$ cat src/rtl/memory_block_port_pkg.sv
// Shared constants for the memory block initiator port.
// Latency: n/a (package only).
// Backpressure: n/a (package only).
package memory_block_port_pkg;

  // Data word width of the basic memory block.
  localparam int WORD_W = 16;

  // A new request is allowed only if every outstanding read (buffered or
  // still on the memory pins) is guaranteed a buffer slot.
  function automatic logic has_credit(input int unsigned count,
                                      input int unsigned inflight,
                                      input int unsigned depth);
    return (count + inflight) < depth;
  endfunction

endpackage

$ cat src/rtl/memory_response_fifo.sv
// Response buffer: DEPTH x WORD_W circular FIFO, head visible combinationally.
// Latency: push visible at head the cycle after the push edge.
// Backpressure: none internally; the caller must not push when full or pop when empty.
//
// Ports:
//   clock, reset_n        clock and asynchronous active-low reset
//   push, push_data       store push_data at the tail on the clock edge
//   pop                   drop the head entry on the clock edge
//   head_data             current head entry (meaningless when count == 0)
//   count                 number of stored entries, 0..DEPTH
module memory_response_fifo
  import memory_block_port_pkg::*;
#(
  parameter int unsigned DEPTH = 2
) (
  input  logic                         clock,
  input  logic                         reset_n,
  input  logic                         push,
  input  logic [WORD_W-1:0]            push_data,
  input  logic                         pop,
  output logic [WORD_W-1:0]            head_data,
  output logic [$clog2(DEPTH+1)-1:0]   count
);

  localparam int PW = $clog2(DEPTH);
  localparam int CW = $clog2(DEPTH + 1);

  logic [WORD_W-1:0] buf_q [DEPTH];
  logic [PW-1:0]     wr_ptr_q, wr_ptr_d;
  logic [PW-1:0]     rd_ptr_q, rd_ptr_d;
  logic [CW-1:0]     count_q, count_d;

  // DEPTH is a power of two, so pointer wrap is plain binary overflow.
  always_comb begin
    wr_ptr_d = wr_ptr_q + PW'(push);
    rd_ptr_d = rd_ptr_q + PW'(pop);
    count_d  = count_q + CW'(push) - CW'(pop);
  end

  always_ff @(posedge clock or negedge reset_n) begin
    if (!reset_n) begin
      wr_ptr_q <= '0;
      rd_ptr_q <= '0;
      count_q  <= '0;
    end else begin
      wr_ptr_q <= wr_ptr_d;
      rd_ptr_q <= rd_ptr_d;
      count_q  <= count_d;
    end
  end

  // Storage carries no reset; count guards every read of it.
  always_ff @(posedge clock) begin
    if (push) begin
      buf_q[wr_ptr_q] <= push_data;
    end
  end

  assign head_data = buf_q[rd_ptr_q];
  assign count     = count_q;

endmodule

$ cat src/rtl/memory_block_port.sv
// Initiator port: valid/ready read/write requests to 1-cycle synchronous-read memory pins.
// Latency: read fire -> resp_valid next cycle when the buffer is empty; writes give no response.
// Backpressure: req_ready from credits (buffered + in-flight < RESP_DEPTH); resp held while !resp_ready.
//
// Ports:
//   clock, reset_n                      clock and asynchronous active-low reset
//   req_valid/req_ready                 request handshake
//   req_write, req_address, req_data    request payload (req_data ignored for reads)
//   resp_valid/resp_ready, resp_data    read response stream, in issue order
//   mem_write_enable, mem_read_address,
//   mem_write_address, mem_data_in      driven to the memory block
//   mem_data_out                        memory read data, valid the cycle after the address
module memory_block_port
  import memory_block_port_pkg::*;
#(
  parameter int          WIDTH      = 8,
  parameter int unsigned RESP_DEPTH = 2
) (
  input  logic              clock,
  input  logic              reset_n,
  input  logic              req_valid,
  output logic              req_ready,
  input  logic              req_write,
  input  logic [WIDTH-1:0]  req_address,
  input  logic [WORD_W-1:0] req_data,
  output logic              resp_valid,
  input  logic              resp_ready,
  output logic [WORD_W-1:0] resp_data,
  output logic              mem_write_enable,
  output logic [WIDTH-1:0]  mem_read_address,
  output logic [WIDTH-1:0]  mem_write_address,
  output logic [WORD_W-1:0] mem_data_in,
  input  logic [WORD_W-1:0] mem_data_out
);

  localparam int CW = $clog2(RESP_DEPTH + 1);

  logic              inflight_q, inflight_d;
  logic [CW-1:0]     resp_count;
  logic [WORD_W-1:0] head_data;
  logic              buf_empty;
  logic              fire;
  logic              push;
  logic              pop;

  always_comb begin
    buf_empty = (resp_count == '0);

    // reset_n gating keeps req_ready (and thus any write strobe) low for
    // the whole time reset is asserted, not just after the first edge.
    req_ready = reset_n &
                has_credit(32'(resp_count), 32'(inflight_q), RESP_DEPTH);
    fire      = req_valid & req_ready;

    mem_write_enable  = fire & req_write;
    mem_read_address  = req_address;
    mem_write_address = req_address;
    mem_data_in       = req_data;

    inflight_d = fire & ~req_write;

    // Older buffered words must leave first; the memory word only bypasses
    // the buffer when nothing is queued ahead of it.
    resp_valid = inflight_q | ~buf_empty;
    resp_data  = buf_empty ? mem_data_out : head_data;

    pop  = ~buf_empty & resp_ready;
    // The returning word is stored unless it was consumed via the bypass.
    push = inflight_q & ~(buf_empty & resp_ready);
  end

  always_ff @(posedge clock or negedge reset_n) begin
    if (!reset_n) begin
      inflight_q <= 1'b0;
    end else begin
      inflight_q <= inflight_d;
    end
  end

  memory_response_fifo #(
    .DEPTH (RESP_DEPTH)
  ) u_resp_fifo (
    .clock     (clock),
    .reset_n   (reset_n),
    .push      (push),
    .push_data (mem_data_out),
    .pop       (pop),
    .head_data (head_data),
    .count     (resp_count)
  );

endmodule

$ cat config.mk
export PLATFORM = sky130hd
export DESIGN_NAME = memory_block_port
export DESIGN_NICKNAME = d
export VERILOG_FILES = /design/src/rtl/memory_block_port_pkg.sv /design/src/rtl/memory_response_fifo.sv /design/src/rtl/memory_block_port.sv
export SDC_FILE = /design/constraint.sdc
export NUM_CORES = 1
export LEC_CHECK = 0
export CORE_UTILIZATION = 43
export CTS_CLUSTER_DIAMETER = 150
export CTS_CLUSTER_SIZE = 20
export DETAILED_ROUTE_END_ITERATION = 10
export PLACE_DENSITY = 0.95
export SYNTH_ARGS = -nofsm -noshare
export SYNTH_HDL_FRONTEND = slang
export SYNTH_SLANG_ARGS = --single-unit
export TNS_END_PERCENT = 5
$ cat constraint.sdc
create_clock -name clock -period 4.2 [get_ports clock]
set_input_delay 0.63 -clock clock [delete_from_list [all_inputs] [get_ports clock]]
set_output_delay 0.63 -clock clock [all_outputs]
set_load 0.03 [all_outputs]
After elaboration in Yosys (flattened, before gate mapping)
Memory sizes are Yosys's and may differ from the RTL's.
Index checks and enable logic that the tools add are counted.
Word-level totals
  memory bits (read-only): 0
  bits in latches: 0
  memories: 1
  flip-flop bits (word level): 5
  input port bits: 45
  memory bits (writable): 32
Memories
  u_resp_fifo.buf_q: depth 2, bits a word 16, rd ports 1, clocked after Yosys merged registers in 0, write ports 1, line memory_response_fifo.sv:28  | logic [WORD_W-1:0] buf_q [DEPTH];
Cells by class
  bitwise gates (word level): 11
  shift operators: 0
  eq/ne operators: 0
  add/subtract/negate cells: 5
  multiplexer cells: 3
  $mul: 0
  order comparisons: 1
  reduce and logical (&&, ||, !) cells: 1
  divide/modulo/power cells: 0
Operators with widths (count)
  $mux 16: 1
  $and 1x1->1: 7
  $add 2x1->3: 1
  $lt 3x2->1 const B: 1
  $not 1->1: 3
  $add 1x1->1: 2
  $add 2x1->2: 1
  $logic_not 2->1: 1
  $mux 1: 2
  $sub 2x1->2: 1
  $or 1x1->1: 1

Longest topological paths before layout
Gate-level depths: netlist of run 1.
  depth after elaboration: 6
  mapped depth: 6
  depth with buffers taken out: 6

Modules after synthesis
From an unflattened synthesis of run 1, not the netlist that was laid out.
Second synthesis, totals
  cell total of the unflattened synthesis: 124
  area, all modules: 1965.6 µm²
By module, submodules not included
  memory_response_fifo: sequential area each 1061.0 µm², cells an instance 64, times used 1, area an instance 1403.8 µm²
  memory_block_port: sequential area each 25.0 µm², cells an instance 60, times used 1, area an instance 561.8 µm²

Worst setup path after synthesis of run 1
OpenSTA, ideal clock, no wires.
  path kind: input -> output
  start point: in reset_n
  end point: out mem_write_enable
  cell stages on the path: 3
  setup slack: 1626 ps
  data arrival time: 1944 ps
  required time: 3570 ps
  cells stage by stage: inv_1 > a211oi_1 > and3_1
On the way
  word-level cells in the longest chain between the ends: 3
Ends and longest elaborated chain
  start: declaration: line memory_block_port.sv:20  | input logic reset_n,
  $and 1x1->1: line memory_block_port.sv:51  | req_ready = reset_n &
  via req_ready: line memory_block_port.sv:22  | output logic req_ready,
  $and 1x1->1: line memory_block_port.sv:53  | fire = req_valid & req_ready;
  $and 1x1->1: line memory_block_port.sv:55  | mem_write_enable = fire & req_write;
  end: declaration: line memory_block_port.sv:29  | output logic mem_write_enable,
The timed path passes the listed nets, and every way through them passes these cells.

Worst setup path after layout of run 1
  start point: in reset_n
  end point: out mem_write_enable
On the way
  word-level cells in the longest chain between the ends: 3
Ends and longest elaborated chain (line)
  $and 1x1->1: memory_block_port.sv:51
  $and 1x1->1: memory_block_port.sv:53
  $and 1x1->1: memory_block_port.sv:55
Every way passes these cells.

==> metrics.csv, run 1 <==
stage,metric,value,unit
run_status,status,"complete, no violations",
logic_synthesis,synth_top_area_share,51.2,%
worst_setup_path,reg2reg_from,u_resp_fifo.count[1],
placement,placed_cells,199,
logic_synthesis,synthDistinctLibCells,26,
floorplan,initial_core_util,46.0,%
finish,regArea,0.00109,mm2
timing,setup_viol,0,
floorplan,die_area,0.00464,mm2
global_routing,grt_max_degree,34,
global_routing,overflow,0,
global_routing,grt_pass1_wl,4580,um
logic_synthesis,synthCells,147,
worst_setup_path,reg2reg_setup_slack,2180,ps
job,drv_cap,0,
worst_setup_path,end_kind,primary output,
cts,clk_pin_slew,60,ps
timing,rsz0062_at_grt,no,
route,routed_via_density,4.85,
logic_synthesis,synth_largest_area_cell,edfxtp_1,
worst_setup_path,worst_ep_required_time,3570,ps
logic_synthesis,ys_seq_elements,37,
worst_setup_path,r2r-end,u_resp_fifo.buf_q[0][5],
logic_synthesis,synth.net_count,194,
timing,post-route-period-util,74.3,%
power,power_leakage,0.769,nW
floorplan,fp-row-count,23,
floorplan,core,0.00409,mm2
route,firstDrtPassIters,4,
cts,cts.sinks,37,
logic_synthesis,synth_area,0.00188,mm2
logic_synthesis,synth_seq_area_share,57.8,%
logic_synthesis,ys_top_cells_by_area,"edfxtp_1 (51%), buf_4 (14%), mux2i_1 (8.5%)",
finish,diodes,0,
cts,cts_buffer_depth,2,
timing,period_needed,3120,ps
cts,htreeDepth,2,
finish,finalNonFillerCells,206,
worst_setup_path,cp_cell_sequence,clkdlybuf4s50_1 -> inv_1 -> a211oi_1 -> and3_1 -> clkdlybuf4s50_1,
worst_setup_path,arrival,2490,ps
power,p_per_area,657,mW/mm2
global_routing,antenna_found_initial,0,
cts,ctsHoldBuffers,0,
route,drc,0,
worst_setup_path,cpMaxStageDelayCell,clkdlybuf4s50_1,
cts,clock-root-buffer,clkbuf_8,
worst_setup_path,path_class,input pin to primary output,
floorplan,io_pins,96,
route,vias,999,
logic_synthesis,synth_area_per_cell,12.8,um2
finish,syn2layout_area_growth,12.8,%
timing,tns,0,ps
route,drtIter0Drc,51,
cts,numCtsBuffers,5,
finish,num-fill-cells,354,
placement,gp_congestion,0.739,
placement,placed_area,0.00204,mm2
floorplan,die_w,68.1,um
finish,final_area,0.00212,mm2
placement,numPortBuffers,39,
placement,dp_hpwl,1930,um
route,drt_wl_total,2850,um
global_routing,grt_usage,14.1,%
min_path,worstHoldPathType,input pin to async pin,
timing,slew-limit-headroom,37.1,%
worst_setup_path,critPathMaxStageDelay,670,ps
worst_setup_path,reg2reg_depth,3,
timing,worstMarginPinSlew,944,ps
finish,nNetsFinal,203,
power,peakVddDrop,0.369,mV
cts,clk_latency,280,ps
logic_synthesis,yosysWarnings,0,
finish,multi_input_comb_area,484,um2
cts,postCtsSetupBuffers,0,
timing,clock.fmax,0.321,GHz
timing,hold_ws,587,ps
timing,fin_skew,3.49,ps
finish,final_layout_size_suffix_gt1_share,7.05,%
cts,cts_resized,0,
timing,slew_viol_final,0,
floorplan,dieHeight,68.1,um
route,antenna_left,0,
worst_setup_path,cp-start-kind,input pin,
global_routing,grt_pass1_vias,1026,
route,wl_per_cell,13.8,um
cts,cts_tree,yes,
timing,finalHoldViolCount,0,
worst_setup_path,cp_max_fo,6,
worst_setup_path,crit_path_frequent_cell,clkdlybuf4s50_1,
[cell usage after synthesis]
cell type and instances:
a211oi_1 1, a211oi_2 1, a21boi_4 1, a21oi_1 1, and2_1 1, and2_4 1, and3_1 3, and3b_1 1
buf_4 34, buf_6 2, buf_8 1, dfrtp_1 5, edfxtp_1 32, ha_1 2, inv_1 4, mux2i_1 16
nand2_1 17, nand2b_1 2, nor2_4 1, nor3b_1 1, o21ai_0 14, o21ai_1 2, or2_0 1, or3_1 1
xnor2_1 1, xor2_2 1
[worst max-delay path by stage]
| stage | startpoint | endpoint |
|---|---|---|
| finish | reset_n | mem_write_enable |
| global route | reset_n | mem_write_enable |
| CTS | reset_n | mem_write_enable |
| detailed placement | reset_n | mem_write_enable |
| global placement | reset_n | mem_write_enable |
| floorplan | reset_n | mem_write_enable |
[through the flow]
stage | setup WS, ps | power (mW) | utilization (%)
6_report | 1080 | 1.39 | 51.8
5_1_grt | 951 | 1.48 | 51.8
4_1_cts | 1060 | 1.42 | 51.8
3_5_place_dp | 1070 | 1.18 | 49.9
3_3_place_gp | 1110 | 1.17 | 49.9
2_1_floorplan | 1630 | 1.02 | -
[where the power goes]
part | leakage [nW] | switching (mW) | internal (mW) | total [mW]
Combinational | 0.383 | 0.365 | 0.298 | 0.663
Sequential | 0.348 | 0.0685 | 0.436 | 0.504
Clock | 0.0377 | 0.113 | 0.111 | 0.224
[state kept, by name, summed over array words and instances (netlist names)]
register and flops:
u_resp_fifo.buf_q 32, u_resp_fifo.rd_ptr_q 1, u_resp_fifo.wr_ptr_q 1, inflight_q 1, u_resp_fifo.count 2
[worst max-delay path, delay by kind of cell]
kind,cells,cell delay [ps]
AND/OR/NAND/NOR,1,200
buffers and inverters,3,1350
AO/OA/AOI/OAI,1,310
[layout by cell type, fill, tap and decap left out, types with 2 or more instances in the layout]
master and instances:
and3_1 3, clkbuf_8 5, clkdlybuf4s50_1 39, dfrtp_1 5, edfxtp_1 32, ha_1 2
inv_1 4, mux2i_1 16, nand2_1 17, nand2b_1 2, o21ai_0 14, o21ai_1 2
[final cells by class]
class	instances	share of cell area [%]
Clock buffer	5	3.25
Clock inverter	2	0.532
Inverter	4	0.709
Tap cell	50	2.95
Sequential cell	37	51.3
Timing Repair Buffer	39	18.4
Multi-Input combinational cell	69	22.9
[metal layers]
| layer | GRT usage, % | routed length (um) | vias up |
|---|---|---|---|
| li1 | - | - | 501 |
| met1 | 16.5 | 1230 | 469 |
| met2 | 23.0 | 1450 | 27 |
| met3 | 5.67 | 154 | 2 |
| met4 | 5.47 | 12 | 0 |
| met5 | 0 | 0 | - |
[kinds of logic after synthesis]
family,share of synthesized area [%]
buf+inv,16.4
flops,57.8
simple gates,8.00
compound gates,6.60
mux,8.53
xor+xnor,1.33
fa+ha+maj,1.33
Power figures use the tool's default switching activity.
==> inputs of run 2 (changes only) <==
--- a/config.mk
+++ b/config.mk
@@ -5,11 +5,11 @@
 export SDC_FILE = /design/constraint.sdc
 export NUM_CORES = 1
 export LEC_CHECK = 0
-export CORE_UTILIZATION = 43
+export CORE_UTILIZATION = 40
 export CTS_CLUSTER_DIAMETER = 150
 export CTS_CLUSTER_SIZE = 20
 export DETAILED_ROUTE_END_ITERATION = 10
-export PLACE_DENSITY = 0.95
+export PLACE_DENSITY = 0.93
 export SYNTH_ARGS = -nofsm -noshare
 export SYNTH_HDL_FRONTEND = slang
 export SYNTH_SLANG_ARGS = --single-unit
==> constraint.sdc (replaced) <==
create_clock -name clock -period 3 [get_ports clock]
set_input_delay 0.45 -clock clock [delete_from_list [all_inputs] [get_ports clock]]
set_output_delay 0.45 -clock clock [all_outputs]
set_load 0.03 [all_outputs]
==> run 2 against run 1 <==
  * The flow now finishes with violations (DRC)
  * Final cell count grew 3.9%
  * Utilization shrank 2.1 points
  * Combinational power grew 51%
  * Power grew 55%
  * Critical path depth is the same
  * Register-to-register slack lost 1200 ps
  * Setup slack lost 700 ps
  * Via count grew 3.4%
  * Count of clock-buffer cells in the layout is the same
  * Cell area grew 4.4%
  * Hold slack lost 120 ps
  * Critical path type unchanged
  * Critical endpoint unchanged
  * Largest cell class unchanged
  * Largest power group unchanged
  * Highest routed layer unchanged
==> metrics.csv, run 2 (synthesized netlist as in run 1, its figures left out) <==
stage,metric,value,unit
worst_setup_path,cp-start-kind,input pin,
route,wl_per_cell,13.9,um
floorplan,initial_core_util,42.3,%
power,p_per_area,974,mW/mm2
global_routing,grt_max_degree,34,
placement,placed_cells,206,
placement,placed_area,0.00208,mm2
timing,slew-limit-headroom,71.9,%
finish,final_area,0.00221,mm2
min_path,worstHoldPathType,input pin to async pin,
floorplan,fp-row-count,24,
cts,postCtsSetupBuffers,0,
timing,finalHoldViolCount,0,
timing,period_needed,2620,ps
job,drv_cap,0,
cts,cts_tree,yes,
floorplan,die_w,70.5,um
timing,fin_skew,4.26,ps
cts,clk_pin_slew,70,ps
finish,diodes,0,
worst_setup_path,worst_ep_required_time,2550,ps
route,drc,6,
finish,mostFrequentLayoutCells,"clkdlybuf4s50_1 (39), edfxtp_1 (32), nand2_1 (17)",
global_routing,grt_usage,12.9,%
worst_setup_path,cp_max_fo,3,
run_status,failed_checks,DRC,
finish,num-fill-cells,395,
floorplan,core,0.00444,mm2
timing,clock.fmax,0.381,GHz
timing,slew_viol_final,0,
finish,nNetsFinal,208,
route,antenna_left,0,
finish,mostFrequentLayoutCell,clkdlybuf4s50_1,
floorplan,dieHeight,70.5,um
cts,cts_buffer_depth,2,
global_routing,overflow,0,
timing,setup_viol,0,
placement,dp_hpwl,2100,um
power,power_leakage,0.825,nW
finish,final_layout_size_suffix_gt1_share,11.1,%
cts,cts.sinks,37,
cts,clock-root-buffer,clkbuf_8,
timing,worstMarginPinSlew,422,ps
cts,clk_latency,280,ps
placement,post-place-ws,357,ps
finish,syn2layout_area_growth,17.8,%
route,routed_via_density,4.83,
timing,post-route-period-util,87.5,%
placement,numPortBuffers,39,
worst_setup_path,arrival,2170,ps
power,peakVddDrop,0.528,mV
finish,largest_register_ffs,32,
finish,largest-register,u_resp_fifo.buf_q,
route,firstDrtPassIters,7,
route,drtIter0Drc,85,
floorplan,io_pins,96,
cts,numCtsBuffers,5,
timing,hold_ws,470,ps
worst_setup_path,end_kind,primary output,
finish,finalNonFillerCells,214,
cts,ctsHoldBuffers,0,
global_routing,grt_pass1_vias,1024,
route,vias,1033,
cts,htreeDepth,2,
timing,tns,0,ps
cts,cts_resized,0,
global_routing,grt_pass1_wl,4820,um
placement,gp_congestion,0.799,
timing,worst_slack,376,ps
timing,rsz0062_at_grt,no,
global_routing,antenna_found_initial,0,
worst_setup_path,path_class,input pin to primary output,
floorplan,die_area,0.00497,mm2
run_status,status,finished with violations,
route,drt_wl_total,2980,um
## run 2: report_power, final
| group | internal (mW) | switching (mW) | total [mW] | leakage (nW) |
|---|---|---|---|---|
| registers | 0.611 | 0.0535 | 0.664 | 0.348 |
| clock network | 0.330 | 0.163 | 0.493 | 0.0681 |
| logic | 0.432 | 0.566 | 0.998 | 0.409 |
| total | 1.37 | 0.783 | 2.16 | 0.825 |
## run 2: worst max-delay path, stage by stage
cell and delay, ps:
clkdlybuf4s50_1 480, inv_1 40, a211oi_1 340, and3_1 210
clkdlybuf4s50_1 660
## run 2: stage by stage
| step | power (mW) | utilization (%) |
|---|---|---|
| global placement | 1.66 | 46.8 |
| global route | 2.27 | 49.8 |
| finish | 2.16 | 49.8 |
| floorplan | 1.42 | - |
| detailed placement | 1.68 | 46.8 |
| CTS | 2.18 | 49.8 |
## run 2: final cells by class
class / instances / area, um2 / area share [%]
Multi-Input combinational cell: 69 / 484 / 21.9
Timing Repair Buffer: 44 / 428 / 19.3
Sequential cell: 37 / 1090 / 49.1
Clock inverter: 3 / 65.1 / 2.94
Inverter: 4 / 15.0 / 0.679
Tap cell: 52 / 65.1 / 2.94
Clock buffer: 5 / 68.8 / 3.11
## run 2: path summary, 6_finish.rpt
check	depth (start not counted)	start	slack [ps]	end
min	2	reset_n	470	u_resp_fifo.count[0]
max reg2reg	5	u_resp_fifo.count[1]	1010	u_resp_fifo.buf_q[0][15]
max	5	reset_n	380	mem_write_enable
min reg2reg	3	u_resp_fifo.wr_ptr_q	610	u_resp_fifo.wr_ptr_q
min in group clock	3	u_resp_fifo.wr_ptr_q	610	u_resp_fifo.wr_ptr_q
max in group asynchronous	2	reset_n	2420	inflight_q
## run 2: per-layer routing
layer	routed length, um	vias to the layer above	global-route usage (%)
met5	0	-	0
met4	25	0	4.31
met3	170	2	4.18
met2	1550	31	22.3
met1	1240	491	15.0
li1	-	509	-
==> inputs of run 3 (changes only) <==
--- a/config.mk
+++ b/config.mk
@@ -9,7 +9,9 @@
 export CTS_CLUSTER_DIAMETER = 150
 export CTS_CLUSTER_SIZE = 20
 export DETAILED_ROUTE_END_ITERATION = 10
+export GPL_ROUTABILITY_DRIVEN = 0
 export PLACE_DENSITY = 0.93
+export RECOVER_POWER = 25
 export SYNTH_ARGS = -nofsm -noshare
 export SYNTH_HDL_FRONTEND = slang
 export SYNTH_SLANG_ARGS = --single-unit
==> run 3 against run 2 <==
  * The flow still finishes with violations (DRC)
  * Sequential share of layout area grew 0.083 points
  * Critical path depth did not move
  * Count of clock-buffer cells in the layout did not move
  * Clock skew fell by 0.61 ps
  * Combinational power is 0.5% lower
  * Hold slack improved by 130 ps
  * Wire length decreased by 0.67%
  * Cell area decreased by 0.17%
==> metrics.csv, run 3 (synthesized netlist as in run 1, its figures left out) <==
stage,metric,value,unit
finish,mostFrequentLayoutCells,"edfxtp_1 (32), clkdlybuf4s50_1 (25), nand2_1 (17)",
floorplan,die_area,0.00497,mm2
timing,slew-limit-headroom,71.9,%
route,vias,1036,
timing,finalHoldViolCount,0,
floorplan,initial_core_util,42.3,%
run_status,status,finished with violations,
floorplan,die_w,70.5,um
route,drc,6,
timing,period_needed,2690,ps
route,firstDrtPassIters,7,
timing,tns,0,ps
floorplan,io_pins,96,
route,drt_wl_total,2960,um
placement,numPortBuffers,39,
worst_setup_path,reg2reg_from,u_resp_fifo.count[1],
cts,ctsHoldBuffers,0,
floorplan,dieHeight,70.5,um
floorplan,fp-row-count,24,
power,p_per_area,974,mW/mm2
global_routing,overflow,0,
timing,fin_skew,3.65,ps
route,antenna_left,0,
finish,finalNonFillerCells,214,
worst_setup_path,end_kind,primary output,
floorplan,core,0.00444,mm2
timing,post-route-period-util,89.7,%
global_routing,antenna_found_initial,0,
route,drtIter0Drc,82,
timing,clock.fmax,0.372,GHz
global_routing,grt_pass1_vias,1024,
placement,dp_hpwl,2100,um
cts,cts_buffer_depth,2,
min_path,worstHoldPathType,input pin to async pin,
worst_setup_path,reg2reg_depth,5,
worst_setup_path,path_class,input pin to primary output,
cts,cts_resized,0,
cts,clock-root-buffer,clkbuf_8,
timing,slew_viol_final,0,
cts,postCtsSetupBuffers,0,
route,wl_per_cell,13.8,um
global_routing,grt_usage,12.9,%
power,p_total,2.15,mW
power,power_leakage,0.826,nW
worst_setup_path,worst_ep_required_time,2550,ps
route,routed_via_density,4.84,
finish,largest-register,u_resp_fifo.buf_q,
global_routing,grt_max_degree,34,
worst_setup_path,cp-startpoint,reset_n,
timing,setup_viol,0,
finish,syn2layout_area_growth,17.6,%
cts,clk_latency,270,ps
worst_setup_path,cp-start-kind,input pin,
finish,mostFrequentLayoutCell,edfxtp_1,
finish,final_layout_size_suffix_gt1_share,10.5,%
finish,diodes,0,
global_routing,grt_pass1_wl,4820,um
job,drv_cap,0,
run_status,failed_checks,DRC,
cts,cts.sinks,37,
power,peakVddDrop,0.528,mV
finish,num-fill-cells,397,
cts,htreeDepth,2,
cts,cts_tree,yes,
timing,rsz0062_at_grt,no,
worst_setup_path,cp_max_fo,3,
cts,numCtsBuffers,5,
cts,clk_pin_slew,70,ps
finish,fin_util,49.7,%
timing,worstMarginPinSlew,421,ps
finish,largest_register_ffs,32,
placement,placed_cells,206,
finish,nNetsFinal,208,
worst_setup_path,arrival,2240,ps
==> run 3: per-stage QoR <==
| step | hold slack (ps) | setup slack [ps] | area, um2 |
|---|---|---|---|
| 2_1_floorplan | 154 | 786 | 1880 |
| 3_3_place_gp | 587 | 405 | 2080 |
| 3_5_place_dp | 603 | 357 | 2080 |
| 4_1_cts | 460 | 346 | 2210 |
| 5_1_grt | 619 | 145 | 2210 |
| 6_report | 597 | 310 | 2210 |
==> run 3: routing by layer <==
layer	global-route usage [%]	up-vias	wire length, um
li1	-	509	-
met1	15.0	496	1230
met5	0	-	0
met2	22.3	29	1540
met3	4.18	2	167
met4	4.31	0	25
==> run 3: path summary, 6_finish.rpt <==
check | to | slack (ps)
setup / recovery | mem_write_enable | 310
hold / removal | u_resp_fifo.count[0] | 600
setup reg to reg | u_resp_fifo.buf_q[0][15] | 1010
hold reg to reg | u_resp_fifo.wr_ptr_q | 610
max in group asynchronous | inflight_q | 2170
min in group clock | u_resp_fifo.wr_ptr_q | 610
==> run 3: cell type report <==
class	instances	area [um2]	share of cell area, %
Timing Repair Buffer	44	424	19.2
Tap cell	52	65.1	2.95
Inverter	4	15.0	0.680
Sequential cell	37	1090	49.2
Multi-Input combinational cell	69	484	21.9
Clock buffer	5	68.8	3.12
Clock inverter	3	65.1	2.95
==> run 3: report_power, final <==
| group | internal [mW] | switching [mW] | total, mW |
|---|---|---|---|
| clock network | 0.330 | 0.163 | 0.493 |
| logic | 0.427 | 0.566 | 0.993 |
| registers | 0.611 | 0.0539 | 0.665 |
| total | 1.37 | 0.782 | 2.15 |
==> run 3: worst max-delay path: stages <==
cell	delay (ps)
dlygate4sd3_1	540
inv_1	40
a211oi_1	340
and3_1	200
clkdlybuf4s50_1	660
